**src/rtl/uart_pkg.sv**
```systemverilog
// Shared UART definitions: receiver state encoding and oversampling constants.
// The transmit path imports the same package.
package uart_pkg;

  typedef enum logic [1:0] {
    IDLE  = 2'b00,
    START = 2'b01,
    DATA  = 2'b10,
    STOP  = 2'b11
  } rx_state_t;

  // Ticks per bit period at 16x oversampling.
  localparam int OVERSAMPLE = 16;
  // Tick count within the start bit at which its centre is sampled.
  localparam int MID_START  = 7;

endpackage : uart_pkg

```
**src/rtl/rx_fifo.sv**
```systemverilog
// Receive byte FIFO: synchronous, first-word fall-through head register,
// full/empty derived from pointers carrying one extra wrap bit.
module rx_fifo #(
  parameter int DBIT       = 8,
  parameter int ADDR_WIDTH = 2
) (
  input  logic            clk,
  input  logic            rst_n,
  input  logic            push,
  input  logic [DBIT-1:0] w_data,
  input  logic            pop,
  output logic [DBIT-1:0] r_data,
  output logic            empty,
  output logic            full
);

  localparam int DEPTH = 2 ** ADDR_WIDTH;

  logic [DBIT-1:0]       mem_r [DEPTH];
  logic [ADDR_WIDTH:0]   wr_ptr_r;
  logic [ADDR_WIDTH:0]   rd_ptr_r;
  logic [ADDR_WIDTH:0]   count_s;
  logic [ADDR_WIDTH-1:0] rd_next_idx_s;
  logic [DBIT-1:0]       head_r;
  logic [DBIT-1:0]       head_next_s;
  logic                  wr_en_s;
  logic                  rd_en_s;

  assign count_s       = wr_ptr_r - rd_ptr_r;
  assign empty         = (wr_ptr_r == rd_ptr_r);
  assign full          = (wr_ptr_r[ADDR_WIDTH] != rd_ptr_r[ADDR_WIDTH]) &&
                         (wr_ptr_r[ADDR_WIDTH-1:0] == rd_ptr_r[ADDR_WIDTH-1:0]);
  // A pop on an empty FIFO is ignored; a push into a full FIFO only lands
  // when a pop frees the head slot in the same cycle.
  assign rd_en_s       = pop & ~empty;
  assign wr_en_s       = push & (~full | rd_en_s);
  assign rd_next_idx_s = rd_ptr_r[ADDR_WIDTH-1:0] + ADDR_WIDTH'(1);
  assign r_data        = head_r;

  // Next head value: the new byte when it lands in an empty (or emptying)
  // FIFO, the following entry after a pop, otherwise the last head is held.
  always_comb begin
    head_next_s = head_r;
    if (empty) begin
      if (push) begin
        head_next_s = w_data;
      end else begin
        head_next_s = head_r;
      end
    end else if (rd_en_s) begin
      if (count_s == (ADDR_WIDTH+1)'(1)) begin
        if (push) begin
          head_next_s = w_data;
        end else begin
          head_next_s = head_r;
        end
      end else begin
        head_next_s = mem_r[rd_next_idx_s];
      end
    end else begin
      head_next_s = head_r;
    end
  end

  // Read/write pointers and the registered head.
  always_ff @(posedge clk or negedge rst_n) begin
    if (!rst_n) begin
      wr_ptr_r <= '0;
      rd_ptr_r <= '0;
      head_r   <= '0;
    end else begin
      if (wr_en_s) begin
        wr_ptr_r <= wr_ptr_r + (ADDR_WIDTH+1)'(1);
      end
      if (rd_en_s) begin
        rd_ptr_r <= rd_ptr_r + (ADDR_WIDTH+1)'(1);
      end
      head_r <= head_next_s;
    end
  end

  // Storage array write port.
  always_ff @(posedge clk or negedge rst_n) begin
    if (!rst_n) begin
      for (int i = 0; i < DEPTH; i++) begin
        mem_r[i] <= '0;
      end
    end else if (wr_en_s) begin
      mem_r[wr_ptr_r[ADDR_WIDTH-1:0]] <= w_data;
    end
  end

endmodule : rx_fifo

```
**src/rtl/uart_rx_unit.sv**
```systemverilog
// UART receiver: two-flop rx synchroniser, 16x oversampled deserialiser FSM,
// receive FIFO, and single-cycle frame-error / overrun pulses.
module uart_rx_unit
  import uart_pkg::*;
#(
  parameter int DBIT       = 8,
  parameter int SB_TICK    = 16,
  parameter int ADDR_WIDTH = 2
) (
  input  logic            clk,
  input  logic            reset,
  input  logic            rx,
  input  logic            s_tick,
  input  logic            rd_uart,
  output logic [DBIT-1:0] r_data,
  output logic            rx_empty,
  output logic            rx_full,
  output logic            frame_err,
  output logic            overrun
);

  localparam int N_W = (DBIT > 1) ? $clog2(DBIT) : 1;
  // Two stop bits need a wider tick counter than one bit period.
  localparam int S_W = (SB_TICK > OVERSAMPLE) ? $clog2(SB_TICK) : 4;

  logic            sync1_r;
  logic            rx_s;
  rx_state_t       state_r, state_next_s;
  logic [S_W-1:0]  s_r, s_next_s;
  logic [N_W-1:0]  n_r, n_next_s;
  logic [DBIT-1:0] b_r, b_next_s;
  logic            rx_done_s;
  logic            frame_err_s;
  logic            overrun_s;
  logic            frame_err_r;
  logic            overrun_r;

  // Bring the asynchronous line into the clk domain; idle level is high.
  always_ff @(posedge clk or negedge reset) begin
    if (!reset) begin
      sync1_r <= 1'b1;
      rx_s    <= 1'b1;
    end else begin
      sync1_r <= rx;
      rx_s    <= sync1_r;
    end
  end

  // Deserialiser state, tick counter, bit counter and shift register.
  always_ff @(posedge clk or negedge reset) begin
    if (!reset) begin
      state_r <= IDLE;
      s_r     <= '0;
      n_r     <= '0;
      b_r     <= '0;
    end else begin
      state_r <= state_next_s;
      s_r     <= s_next_s;
      n_r     <= n_next_s;
      b_r     <= b_next_s;
    end
  end

  // Frame decoding: only the start-edge detection ignores s_tick.
  always_comb begin
    state_next_s = state_r;
    s_next_s     = s_r;
    n_next_s     = n_r;
    b_next_s     = b_r;
    rx_done_s    = 1'b0;
    frame_err_s  = 1'b0;
    case (state_r)
      IDLE: begin
        if (!rx_s) begin
          state_next_s = START;
          s_next_s     = '0;
        end else begin
          state_next_s = IDLE;
        end
      end
      START: begin
        if (s_tick) begin
          if (s_r == S_W'(MID_START)) begin
            if (!rx_s) begin
              state_next_s = DATA;
              s_next_s     = '0;
              n_next_s     = '0;
            end else begin
              // Line back high at mid start bit: treat as a glitch.
              state_next_s = IDLE;
            end
          end else begin
            s_next_s = s_r + S_W'(1);
          end
        end else begin
          state_next_s = START;
        end
      end
      DATA: begin
        if (s_tick) begin
          if (s_r == S_W'(OVERSAMPLE - 1)) begin
            b_next_s = {rx_s, b_r[DBIT-1:1]};
            s_next_s = '0;
            if (n_r == N_W'(DBIT - 1)) begin
              state_next_s = STOP;
            end else begin
              n_next_s = n_r + N_W'(1);
            end
          end else begin
            s_next_s = s_r + S_W'(1);
          end
        end else begin
          state_next_s = DATA;
        end
      end
      STOP: begin
        if (s_tick) begin
          if (s_r == S_W'(SB_TICK - 1)) begin
            if (rx_s) begin
              rx_done_s = 1'b1;
            end else begin
              frame_err_s = 1'b1;
            end
            state_next_s = IDLE;
          end else begin
            s_next_s = s_r + S_W'(1);
          end
        end else begin
          state_next_s = STOP;
        end
      end
      default: begin
        state_next_s = IDLE;
        s_next_s     = '0;
        n_next_s     = '0;
      end
    endcase
  end

  // A completed byte is lost only when the FIFO is full and nobody pops now.
  assign overrun_s = rx_done_s & rx_full & ~rd_uart;

  // Register the status pulses so they leave the block glitch-free.
  always_ff @(posedge clk or negedge reset) begin
    if (!reset) begin
      frame_err_r <= 1'b0;
      overrun_r   <= 1'b0;
    end else begin
      frame_err_r <= frame_err_s;
      overrun_r   <= overrun_s;
    end
  end

  assign frame_err = frame_err_r;
  assign overrun   = overrun_r;

  rx_fifo #(
    .DBIT       (DBIT),
    .ADDR_WIDTH (ADDR_WIDTH)
  ) u_rx_fifo (
    .clk    (clk),
    .rst_n  (reset),
    .push   (rx_done_s),
    .w_data (b_r),
    .pop    (rd_uart),
    .r_data (r_data),
    .empty  (rx_empty),
    .full   (rx_full)
  );

endmodule : uart_rx_unit
```
**config.mk**
```make
export PLATFORM = sky130hd
export DESIGN_NAME = uart_rx_unit
export DESIGN_NICKNAME = d
export VERILOG_FILES = /design/src/rtl/uart_pkg.sv /design/src/rtl/rx_fifo.sv /design/src/rtl/uart_rx_unit.sv
export SDC_FILE = /design/constraint.sdc
export NUM_CORES = 1
export LEC_CHECK = 0
export CORE_UTILIZATION = 54
export CTS_CLUSTER_DIAMETER = 40
export CTS_CLUSTER_SIZE = 16
export DETAILED_ROUTE_END_ITERATION = 8
export GPL_TIMING_DRIVEN = 0
export PLACE_DENSITY = 0.76
export SLEW_MARGIN = 20
export SYNTH_ARGS = -nofsm -noshare
export SYNTH_HDL_FRONTEND = slang
export SYNTH_SLANG_ARGS = --single-unit
```
**constraint.sdc**
```tcl
create_clock -name clk -period 2 [get_ports clk]
set_input_delay 0.4 -clock clk [delete_from_list [all_inputs] [get_ports clk]]
set_output_delay 0.4 -clock clk [all_outputs]
set_load 0.005 [all_outputs]
```
* Word-level counts from Yosys, hierarchy flattened
Cells that the tools add are included.
** Storage, ports and cells
- Register bits :: 67
- Input bits :: 5
- Word-level logic and storage cells :: 108
** Operators by class
- $add $sub $neg :: 6
- $lt $le $gt $ge :: 3
- Equality and inequality tests :: 22
- Mux-type cells :: 43
- Bitwise logic cells :: 10
- Reductions and logical operators :: 9
** Operators with widths (count)
- $mux W8 :: 7
- $bwmux W32 :: 1
- $mux W4 :: 7
- $mux W3 :: 6
- $bmux W8 S2 :: 1
- $demux W8 S2 :: 1
- $mux W2 :: 8
- $ne A2 B2 Y1 const B :: 8
- $pmux W4 S4 :: 1
- $ne A3 B3 Y1 const B :: 4
- $add A3 B1 Y3 const B :: 3
- $mux W1 :: 9
- $pmux W2 S4 :: 1
- $reduce_and A4 Y1 :: 2
- $reduce_and A7 Y1 :: 1
- $ge A3 B3 Y1 const B :: 2
- $not A2 Y3 :: 2
- $pmux W3 S2 :: 1
- $add A4 B1 Y4 const B :: 1
- $and A1 B1 Y1 :: 4
- $eq A2 B2 Y1 const B :: 2
- $eq A4 B3 Y1 const B :: 1
- $eq A4 B4 Y1 const B :: 1
- $reduce_bool A2 Y1 :: 2
- 14 further kinds :: 17

* Logic depth before layout (Yosys ltp)
Gate-level depths: netlist of the first run.
- Depth after elaboration :: 8
- Depth in mapped cells :: 8

* Cells and area by module
From an unflattened synthesis of the first run, not the netlist that was laid out.
** Unflattened totals
- Cells, all modules :: 259
- Area total of the unflattened synthesis :: 3378.2 um2
** By module, submodules not included
- rx_fifo :: times used 1, cells each 162, area each 2308.5 um2, sequential area each 1151.1 um2
- uart_rx_unit :: times used 1, cells each 97, area each 1069.8 um2, sequential area each 528.0 um2

* Worst setup path before layout of the first run
No wires, ideal clock.
- Kind :: register -> register
- From :: reg u_rx_fifo.wr_ptr_r[0]
- To :: reg u_rx_fifo.head_r[0], in the netlist u_rx_fifo.r_data[0]
- Arrival :: 2082 ps
- Data required time :: 1896 ps
- Setup slack :: -186 ps
- Cell stages (with the launch flop) :: 9
- Cells stage by stage :: dfrtp_1 > inv_1 > ha_1 > fa_1 > nor3b_1 > o21a_1 > buf_6 > o211a_1 > a221oi_1
** On the way
- Cells in the longest elaborated chain, start to end :: 5
- Elaborated cells on any way between the ends :: 9
** RTL lines
- start, declared :: RTL line rx_fifo.sv:20 : logic [ADDR_WIDTH:0] wr_ptr_r;
- start signal, assigned :: RTL line rx_fifo.sv:73 : wr_ptr_r <= wr_ptr_r + (ADDR_WIDTH+1)'(1);
- $sub A3 B3 Y3 :: RTL line rx_fifo.sv:29 : assign count_s = wr_ptr_r - rd_ptr_r;
- $eq A3 B1 Y1 :: RTL line rx_fifo.sv:51 : if (count_s == (ADDR_WIDTH+1)'(1)) begin
- $mux W8 :: RTL line rx_fifo.sv:51
- $mux W8 :: RTL line rx_fifo.sv:50 : end else if (rd_en_s) begin
- $mux W8 :: RTL line rx_fifo.sv:44 : if (empty) begin
- end signal, assigned :: RTL line rx_fifo.sv:78 : head_r <= head_next_s;
- end, declared :: RTL line rx_fifo.sv:24 : logic [DBIT-1:0] head_r;
Parallel ways exist; a longest one is shown, timed or not. The select of a mux whose other input is x is not followed.
A chain may end at the register's enable or synchronous reset.

* Final worst setup path of the first run
- From :: reg u_rx_fifo.wr_ptr_r[0]
- To :: reg u_rx_fifo.head_r[6], in the netlist u_rx_fifo.r_data[6]
Same word-level chain as after synthesis.

==> run metrics, run 1 <==
DRT Pass-1 Iters=4; slew margin rel.=0.5685; multiplexer share of the synthesized area=0.1855; dpl ws=-0.5583 ns; core area=between 5000 and 6000 µm²; Fin Clk Skew=0.01065 ns; Synth Area in Adders=0.04427; met1 Track Usage GR=0.3133; Max Cap Viol=0; Synth top area share=0.4962; Global Route Usage Sum=0.2411; RSZ-0062 raised after global routing=yes; most frequent cells after synthesis=dfrtp_1 (65), mux2_2 (37), inv_1 (23), nand2_1 (14); Syn-to-layout area delta=22.10%; Async S/R FF share, synth=1.000; GP Congestion=about 0.81; crit path max fanout=8; Synth Area in Simple Gates=0.1191; multi-input logic area=1590 µm²; Final min period=roughly 2.2 ns; f_max=between 400 and 500 MHz; M3 GR Usage=0.05486; TritonCTS clock tree=built; class of the worst hold path=reg2reg; htree depth=3; CP arrival=between 2 and 2.5 ns; Gate Count Post-Synth=between 200 and 300; Port Buffers=16; M2 GR Usage=0.3974; CP required=~2.2 ns; Clock Latency Late Sink=between 0.3 and 0.4 ns; hold endpoint=rx_s; reg2reg path depth=8; Peak VDD IR=a little under 0.8 mV; first-pass GRT wire length=roughly 11 mm; R2R Setup Slk=-0.15 ns; failing checks=setup timing; Worst Max-Slew Pin Slew=roughly 0.65 ns; I/O Pins=17; Max Buffers Root-to-Sink=2; number of synthesis warnings=0; pwr/cell area=around 1400 nW/µm²; Hold Path Depth=0; initial DRC count=between 80 and 90; final period utilization=1.076; synth top area cells=dfrtp_1 (50%), mux2_2 (13%), mux4_2 (5.5%); starting density of the core=0.5570; placed wire-length estimate=between 4 and 5 mm; sequential cell area=1680 µm²; vias in the first global route=between 2000 and 2500; Yosys cell types=46; cell row count=28; area leader, netlist=dfrtp_1; final count of hold timing violations=0; vias per inst=5.671; total grt overflow=0; outcome=finished, violations left; ant diodes=0; r2r startpoint=u_rx_fifo.wr_ptr_r[0]; mean area per synthesized cell=roughly 13 µm²; NumNets Final=between 300 and 400; main combinational cell family by area after synthesis=multiplexers; final hold slack=around 0.36 ns; CTS buffer count=9; placed cell count=around 350; WL final=roughly 6.6 mm; vias=around 2200; Syn Nets=between 200 and 300; Pleak=~0.0019 µW; Post-route DRC=0; Worst Setup Start Kind=flop; Syn Std Cell Area=around 3300 µm²; hold_sp=sync1_r; clk root buf=clkbuf_8; Post-synth EDFFs=0; initial antenna violation count=0; XOR/XNOR Fraction of Synth Area=0.01565; Compound-Gate Fraction of Synth Area=0.08092; setup ws final=-0.1522 ns; r2r endpoint=u_rx_fifo.r_data[6]; critical path type=reg2reg; ratio of cells with drive above 1 in the final layout=0.3639; die height=approximately 80 µm; CTS Sinks=67; Clock transition at path regs=approximately 0.07 ns; max-slew violation count=0; GR peak layer=met2; Top FF cell, synth=dfrtp_1; Crit. End Element=flop; Final setup viols=8; fillers=430; die extent in x=around 80 µm; wire per inst=~17 µm; antenna viol nets, final=0; flops & latches, synth=67; Die Area=6386 µm²; pin count of the biggest net entering global routing=43; sequential-to-total area share from yosys stat=0.5122; Finished Layout Cells=380; top-count cell post-synth=dfrtp_1
## layout by cell type (no fill, tap or decap), types with 8 or more instances in the layout
cell type,n
clkbuf_8,12
dfrtp_1,64
mux4_2,8
a221oi_2,8
nor3_1,10
buf_4,13
o21ai_0,10
clkdlybuf4s50_1,12
mux2_2,37
inv_1,21
nand2_1,14
## cells by family (layout without fill, tap and decap cells)
kind of cell | after synthesis | in the layout
xor+xnor | 5 | 5
compound gates | 37 | 37
flops | 67 | 67
buf+inv | 32 | 77
fa+ha+maj | 11 | 11
mux | 46 | 46
simple gates | 62 | 62
## worst max-delay path, cell delays in order, from the launching register on
cell and delay [ns]:
dfrtp_1 0.37, inv_2 0.06, ha_4 0.16, fa_1 0.56, nand3b_1 0.14, or2_2 0.33
o211ai_4 0.18, buf_12 0.17, a221oi_2 0.06
## worst max-delay path by stage
stage | startpoint | endpoint | cells past startpoint
floorplan | u_rx_fifo.wr_ptr_r[0] | u_rx_fifo.r_data[0] | 8
global placement | reset | u_rx_fifo.r_data[5] | 1
detailed placement | s_tick | b_r[6] | 5
CTS | u_rx_fifo.rd_ptr_r[0] | u_rx_fifo.r_data[5] | 7
global route | u_rx_fifo.wr_ptr_r[0] | u_rx_fifo.r_data[2] | 7
finish | u_rx_fifo.wr_ptr_r[0] | u_rx_fifo.r_data[6] | 8
## state kept, by name, indices dropped and copies added, names as in the netlist, 2 cells and up
register / count
u_rx_fifo.wr_ptr_r: 3
b_r: 8
s_r: 4
u_rx_fifo.mem_r: 32
u_rx_fifo.r_data: 8
u_rx_fifo.rd_ptr_r: 3
state_r: 2
n_r: 3
## cell type report
class,instances,share of cell area
clock buffer,12,0.04126
tap,75,0.02344
inverter,23,0.02157
buffer,8,0.01063
sequential,67,0.4198
clock inverter,3,0.01157
timing repair buffer,31,0.07440
multi-input combinational,161,0.3973
## stage by stage
stage               instance area, µm²  total power (µW)  setup TNS, ns    util
detailed placement                3633              4220         -18.35  0.6173
global placement                  3616              4142        -127.92  0.6144
floorplan                         3362              3541        -0.5248       -
finish                            4003              5706         -1.199  0.6801
CTS                               3958              5681         -1.503  0.6724
global route                      4003              6061         -1.886  0.6801
## where the power goes
| group | total, µW | internal (µW) | switching [µW] |
|---|---|---|---|
| Clock | 1190 | 673 | 517 |
| Combinational | 2600 | 1340 | 1260 |
| Sequential | 1910 | 1670 | 238 |
## metal layers
metal,share of wire,wire (µm),up-vias
li1,-,-,1018
met4,0.013,85,0
met2,0.50,3324,31
met5,0,0,-
met3,0.031,205,10
met1,0.45,2992,1096
## repair_timing
item,4_1_cts,5_1_grt
resized for setup,6,10
hold buffers,1,0
pin swaps,3,8
setup endpoints to repair,37,33
setup buffers,10,3
endpoints found under the hold margin,25,0
Power figures use the tool's default switching activity.
==> run 2: changes to the inputs <==
--- a/config.mk
+++ b/config.mk
@@ -5,6 +5,7 @@
 export SDC_FILE = /design/constraint.sdc
 export NUM_CORES = 1
 export LEC_CHECK = 0
+export ABC_AREA = 1
 export CORE_UTILIZATION = 54
 export CTS_CLUSTER_DIAMETER = 40
 export CTS_CLUSTER_SIZE = 16
==> run 2 against run 1 <==
Effect of this change: sequential share of layout area is 1.2 points lower; critical path depth is 3 lower; final area is 2.8% higher; worst setup slack better by 0.22 ns; core utilization is 0.27 points higher; register-to-register slack better by 0.25 ns; the run now ends clean; flip-flop and latch count stayed put; synthesized cell count is 71% higher; first-iteration DRC count grew to 3.8 times the previous value; count of clock-buffer cells in the layout stayed put; sequential power is 12% lower.
==> run metrics, run 2 <==
Clock Latency Late Sink=roughly 0.35 ns; dpl ws=-0.2528 ns; pwr/cell area=about 1200 nW/µm²; Syn Std Cell Area=~3400 µm²; Net Sw Frac=0.3778; Max Cap Viol=0; NumNets Final=498; Post-synth EDFFs=0; Global Route Usage Sum=0.2694; Worst Setup Start Kind=flop; number of synthesis warnings=0; Crit. End Element=output port; hold_sp=sync1_r; Syn-to-layout area delta=19.26%; die extent in x=between 80 and 90 µm; CP required=about 1.6 ns; part of the power in the clock network=0.259; critical path type=reg2out; Port Buffers=16; Synth top area share=0.4715; Internal Power=between 3000 and 4000 µW; Post-route DRC=0; Most flops, register=u_rx_fifo.mem_r; ant diodes=0; mean area per synthesized cell=7.752 µm²; setup ws final=between 0.06 and 0.07 ns; final period utilization=0.9677; Pleak=approximately 0.0021 µW; most frequent cells in the layout=nand2_1 (183), dfrtp_1 (65), nand3_1 (41), inv_1 (33), o21ai_0 (33); Peak VDD IR=approximately 0.84 mV; antenna viol nets, final=0; CTS buffer count=9; class of the worst hold path=reg2reg; starting density of the core=0.5725; pin count of the biggest net entering global routing=between 40 and 50; sequential-to-total area share from yosys stat=0.4868; Clock transition at path regs=approximately 0.070 ns; post-layout instance area=about 4100 µm²; htree depth=3; sw power=1877 µW; I/O Pins=17; Yosys cell types=27; GP Congestion=roughly 0.93; slew margin rel.=0.6830; Fin Clk Skew=roughly 0.0088 ns; Final min period=1.935 ns; Largest register FFs=32; first-pass GRT wire length=roughly 13 mm; total grt overflow=0; clk root buf=clkbuf_8; cell row count=28; CTS Sinks=67; synth top area cells=dfrtp_1 (47%), nand2_1 (20%), nand3_1 (6.4%); DRT Pass-1 Iters=6; initial DRC count=310; Seq pwr share=0.338; Final TNS setup=0 ns; vias per inst=around 5.4; initial antenna violation count=0; ratio of cells with drive above 1 in the final layout=0.1314; top-count cell post-synth=nand2_1; Comb pwr share=0.403; wire per inst=about 15 µm; vias=about 3000; flops & latches, synth=67; CP max stage delay=approximately 0.42 ns; commonest non-fill, non-tap cell in the layout=nand2_1; Gate Count Post-Synth=between 400 and 500; max-slew violation count=0; Async S/R FF share, synth=1.000; TritonCTS clock tree=built; Final setup viols=0; f_max=516.7 MHz; critical-path cell list=ha_4, nand3_4, clkbuf_8, inv_1, clkdlybuf4s15_1; die height=81.93 µm; outcome=finished, final reports clean; Top FF cell, synth=dfrtp_1; vias in the first global route=around 2800; crit path max fanout=4; crit path max-delay cell type=dfrtp_1; r2r startpoint=u_rx_fifo.wr_ptr_r[1]; placed wire-length estimate=5.655 mm; Syn Nets=between 400 and 500; DP Area=roughly 3700 µm²; WL final=roughly 8.2 mm; most frequent cells after synthesis=nand2_1 (185), dfrtp_1 (65), nand3_1 (44), inv_1 (36), o21ai_0 (33); core area=around 6000 µm²; Max Buffers Root-to-Sink=2; Worst Max-Slew Pin Slew=0.4729 ns; area leader, netlist=dfrtp_1; Die Area=6712 µm²; CP arrival=roughly 1.5 ns; Worst Setup SP=u_rx_fifo.rd_ptr_r[0]; final count of hold timing violations=0
## run 2: changes by cell type after synthesis, sizes merged, moves of 4 or more
cell	previous run	this run
nand2	14	187
mux2	38	0
nand3	9	45
o21ai	11	44
inv	23	39
a221oi	8	0
mux4	8	0
nor3	10	2
nor2	8	15
nand4	2	8
xnor2	5	0
xor2	0	5
and3	4	0
## run 2: timing repair
action	4_1_cts	5_1_grt
endpoints found under the setup margin	10	23
buffers inserted	7	2
hold endpoints to repair	20	0
hold buffers	1	0
gates resized for setup	15	13
pin swaps	4	2
## run 2: power groups by stage
stage,registers (µW),logic (µW),clock network (µW)
after CTS,1670,1920,1300
after global routing,1700,2220,1370
after detailed placement,1710,1760,0
after floorplan,1680,1200,0
final,1680,2000,1290
after global placement,1700,1720,0
## run 2: cell families after synthesis
logic type	count (synthesis)	share of synthesized area
buf+inv	53	0.06347
fa+ha+maj	11	0.04207
compound gates	52	0.07798
xor+xnor	5	0.01269
flops	67	0.4868
simple gates	257	0.3170
## run 2: worst paths after layout
check                      slack (ns)  cells past startpoint             endpoint
max                              0.06                      5             rx_empty
min                              0.36                      0                 rx_s
max reg2reg                      0.10                     10  u_rx_fifo.r_data[2]
min reg2reg                      0.36                      0                 rx_s
max in group asynchronous        0.99                      3  u_rx_fifo.mem_r[21]
min in group asynchronous        0.49                      2  u_rx_fifo.r_data[2]
## run 2: per-stage QoR
| step | utilization | power, µW | std cells | hold slack (ns) |
|---|---|---|---|---|
| 2_1_floorplan | - | 2874 | 445 | 0.1044 |
| 3_3_place_gp | 0.6146 | 3422 | 536 | 0.3460 |
| 3_5_place_dp | 0.6188 | 3470 | 537 | 0.3231 |
| 4_1_cts | 0.6771 | 4896 | 561 | 0.3596 |
| 5_1_grt | 0.6827 | 5293 | 562 | 0.3630 |
| 6_report | 0.6827 | 4968 | 562 | 0.3572 |
## run 2: area by class of cell
class / count / area [µm²]
Inverter: 41 / 158.9
Clock inverter: 4 / 72.57
Timing Repair Buffer: 27 / 264.0
Tap cell: 75 / 93.84
Fill cell: 473 / 1912
Buffer: 11 / 73.82
Sequential cell: 67 / 1679
Multi-Input combinational cell: 325 / 1617
Clock buffer: 12 / 155.1
## run 2: layer usage
metal  global-route usage  wire length, µm
met1               0.3785             3833
met2               0.4107             3792
met3              0.04667              423
met4               0.1105              176
met5                    0                0
## run 2: worst max-delay path: cells and delay by family (launching register included)
kind	cells	cell delay (ns)
AND/OR/NAND/NOR	1	0.09
flip-flops	1	0.42
adder cells (fa/ha/maj)	1	0.31
buffers and inverters	3	0.39
==> run 3: changes to the inputs <==
--- a/config.mk
+++ b/config.mk
@@ -10,9 +10,11 @@
 export CTS_CLUSTER_DIAMETER = 40
 export CTS_CLUSTER_SIZE = 16
 export DETAILED_ROUTE_END_ITERATION = 8
+export GPL_ROUTABILITY_DRIVEN = 0
 export GPL_TIMING_DRIVEN = 0
 export PLACE_DENSITY = 0.76
 export SLEW_MARGIN = 20
 export SYNTH_ARGS = -nofsm -noshare
 export SYNTH_HDL_FRONTEND = slang
 export SYNTH_SLANG_ARGS = --single-unit
+export TNS_END_PERCENT = 20
==> run 3 against run 2 <==
Effect of this change: critical path depth up 1; via count is 0.60% higher; global-route usage fell by 0.67 points; worst setup slack lost 0.020 ns; core utilization down 0.62 points; worst hold slack improved by 0.00062 ns; register-to-register slack barely moved; die area is the same; non-clock buffer count decreased by 2; final area down 0.91%; cell count down 0.18%.
==> run metrics, run 3 (synthesis results as in run 2) <==
clk root buf=clkbuf_8; DP Area=approximately 3700 µm²; Most flops, register=u_rx_fifo.mem_r; core area=roughly 6000 µm²; ant diodes=0; Syn-to-layout area delta=18.17%; CTS Sinks=67; slew margin rel.=0.7031; crit path max-delay cell type=dfrtp_1; Final setup viols=0; wire per inst=14.52 µm; I/O Pins=17; pwr/cell area=roughly 1200 nW/µm²; post-layout instance area=between 4000 and 5000 µm²; Global Route Usage Sum=0.2626; outcome=finished, final reports clean; fillers=506; RSZ-0062 raised after global routing=yes; Pleak=0.002118 µW; CP required=between 1.5 and 2 ns; Worst Setup Start Kind=flop; sequential cell area=around 1700 µm²; pin count of the biggest net entering global routing=38; Fin Clk Skew=between 0.007 and 0.008 ns; Crit. End Element=output port; Max Buffers Root-to-Sink=2; CP arrival=roughly 1.6 ns; R2R Setup Slk=about 0.090 ns; ratio of cells with drive above 1 in the final layout=0.1214; Worst Max-Slew Pin Slew=between 0.4 and 0.5 ns; vias per inst=around 5.4; vias in the first global route=2727; placed wire-length estimate=5.577 mm; class of the worst hold path=reg2reg; Die Area=about 6700 µm²; max-slew violation count=0; commonest non-fill, non-tap cell in the layout=nand2_1; initial antenna violation count=0; most frequent cells in the layout=nand2_1 (184), dfrtp_1 (65), nand3_1 (41), inv_1 (35), o21ai_0 (33); multi-input logic area=around 1600 µm²; starting density of the core=0.5725; CP max stage delay=between 0.4 and 0.5 ns; CTS buffer count=9; Max Cap Viol=0; WL final=8.148 mm; f_max=about 510 MHz; Final min period=just under 2 ns; DRT Pass-1 Iters=5; die extent in x=between 80 and 90 µm; initial DRC count=270; first-pass GRT wire length=~13 mm; Port Buffers=16; die height=roughly 82 µm; Clock transition at path regs=0.07 ns; cell row count=28; NumNets Final=approximately 500; fin util=0.6765; critical path type=reg2out; critical-path cell list=ha_4, buf_6, nand3_4, buf_8, inv_1, buf_2; Largest register FFs=32; total grt overflow=0; crit path max fanout=4; final period utilization=0.9776; vias=between 3000 and 4000; TritonCTS clock tree=built; Clock Latency Late Sink=0.34 ns; htree depth=3; Post-route DRC=0; antenna viol nets, final=0; Peak VDD IR=about 0.98 mV; final count of hold timing violations=0
==> run 3: per-stage QoR <==
step | worst slack, ns | hold WS [ns] | TNS [ns] | instances | power, µW
floorplan | 0.07804 | 0.1044 | 0 | 445 | 2874
global placement | -1.697 | 0.3463 | -117.43 | 536 | 3419
detailed placement | -0.2553 | 0.3489 | -7.110 | 537 | 3474
CTS | -0.003828 | 0.3596 | -0.008625 | 561 | 4751
global route | -0.02166 | 0.3646 | -0.07766 | 561 | 5204
finish | 0.04473 | 0.3578 | 0 | 561 | 4854
==> run 3: worst max-delay path: cells and delay by family (launching register included) <==
kind | cells | cell delay, ns
adders and majority gates | 1 | 0.29
buffers and inverters | 4 | 0.40
and+or+nand+nor | 1 | 0.10
DFF | 1 | 0.42
==> run 3: final timing paths <==
check,startpoint,to,depth (start not counted)
min,sync1_r,rx_s,0
min reg2reg,sync1_r,rx_s,0
max in group asynchronous,reset,u_rx_fifo.mem_r[16],3
max,u_rx_fifo.rd_ptr_r[0],rx_empty,6
max reg2reg,u_rx_fifo.wr_ptr_r[1],u_rx_fifo.r_data[5],10
min in group asynchronous,reset,u_rx_fifo.r_data[2],2
==> run 3: cell type report <==
| cell class | instances | area share |
|---|---|---|
| sequential | 67 | 0.4119 |
| multi-input combinational | 326 | 0.4009 |
| timing repair buffer | 25 | 0.05832 |
| inverter | 41 | 0.03806 |
| clock buffer | 10 | 0.03376 |
| tap | 75 | 0.02302 |
| buffer | 11 | 0.01811 |
| clock inverter | 6 | 0.01596 |
==> run 3: timing repair <==
action,4_1_cts,5_1_grt
hold buffers,1,0
setup buffers,7,0
resized for setup,18,9
gates cloned,0,1
endpoints found under the setup margin,10,15
endpoints found under the hold margin,28,0
pin swaps,2,3
==> run 3: power breakdown <==
part	leakage, µW	total (µW)	switching [µW]	internal (µW)
Combinational	0.00115	2030	1240	790
Sequential	0.000869	1680	148	1530
Clock	0.000102	1150	540	609
Total	0.00212	4850	1920	2930
==> run 3: layer usage <==
layer  track usage  wire length [µm]  up-vias
met2        0.4000              3797       98
met4        0.1053               189        0
met1        0.3610              3724     1425
met3       0.06000               437       20
met5             0                 0        -
li1              -                 -     1498
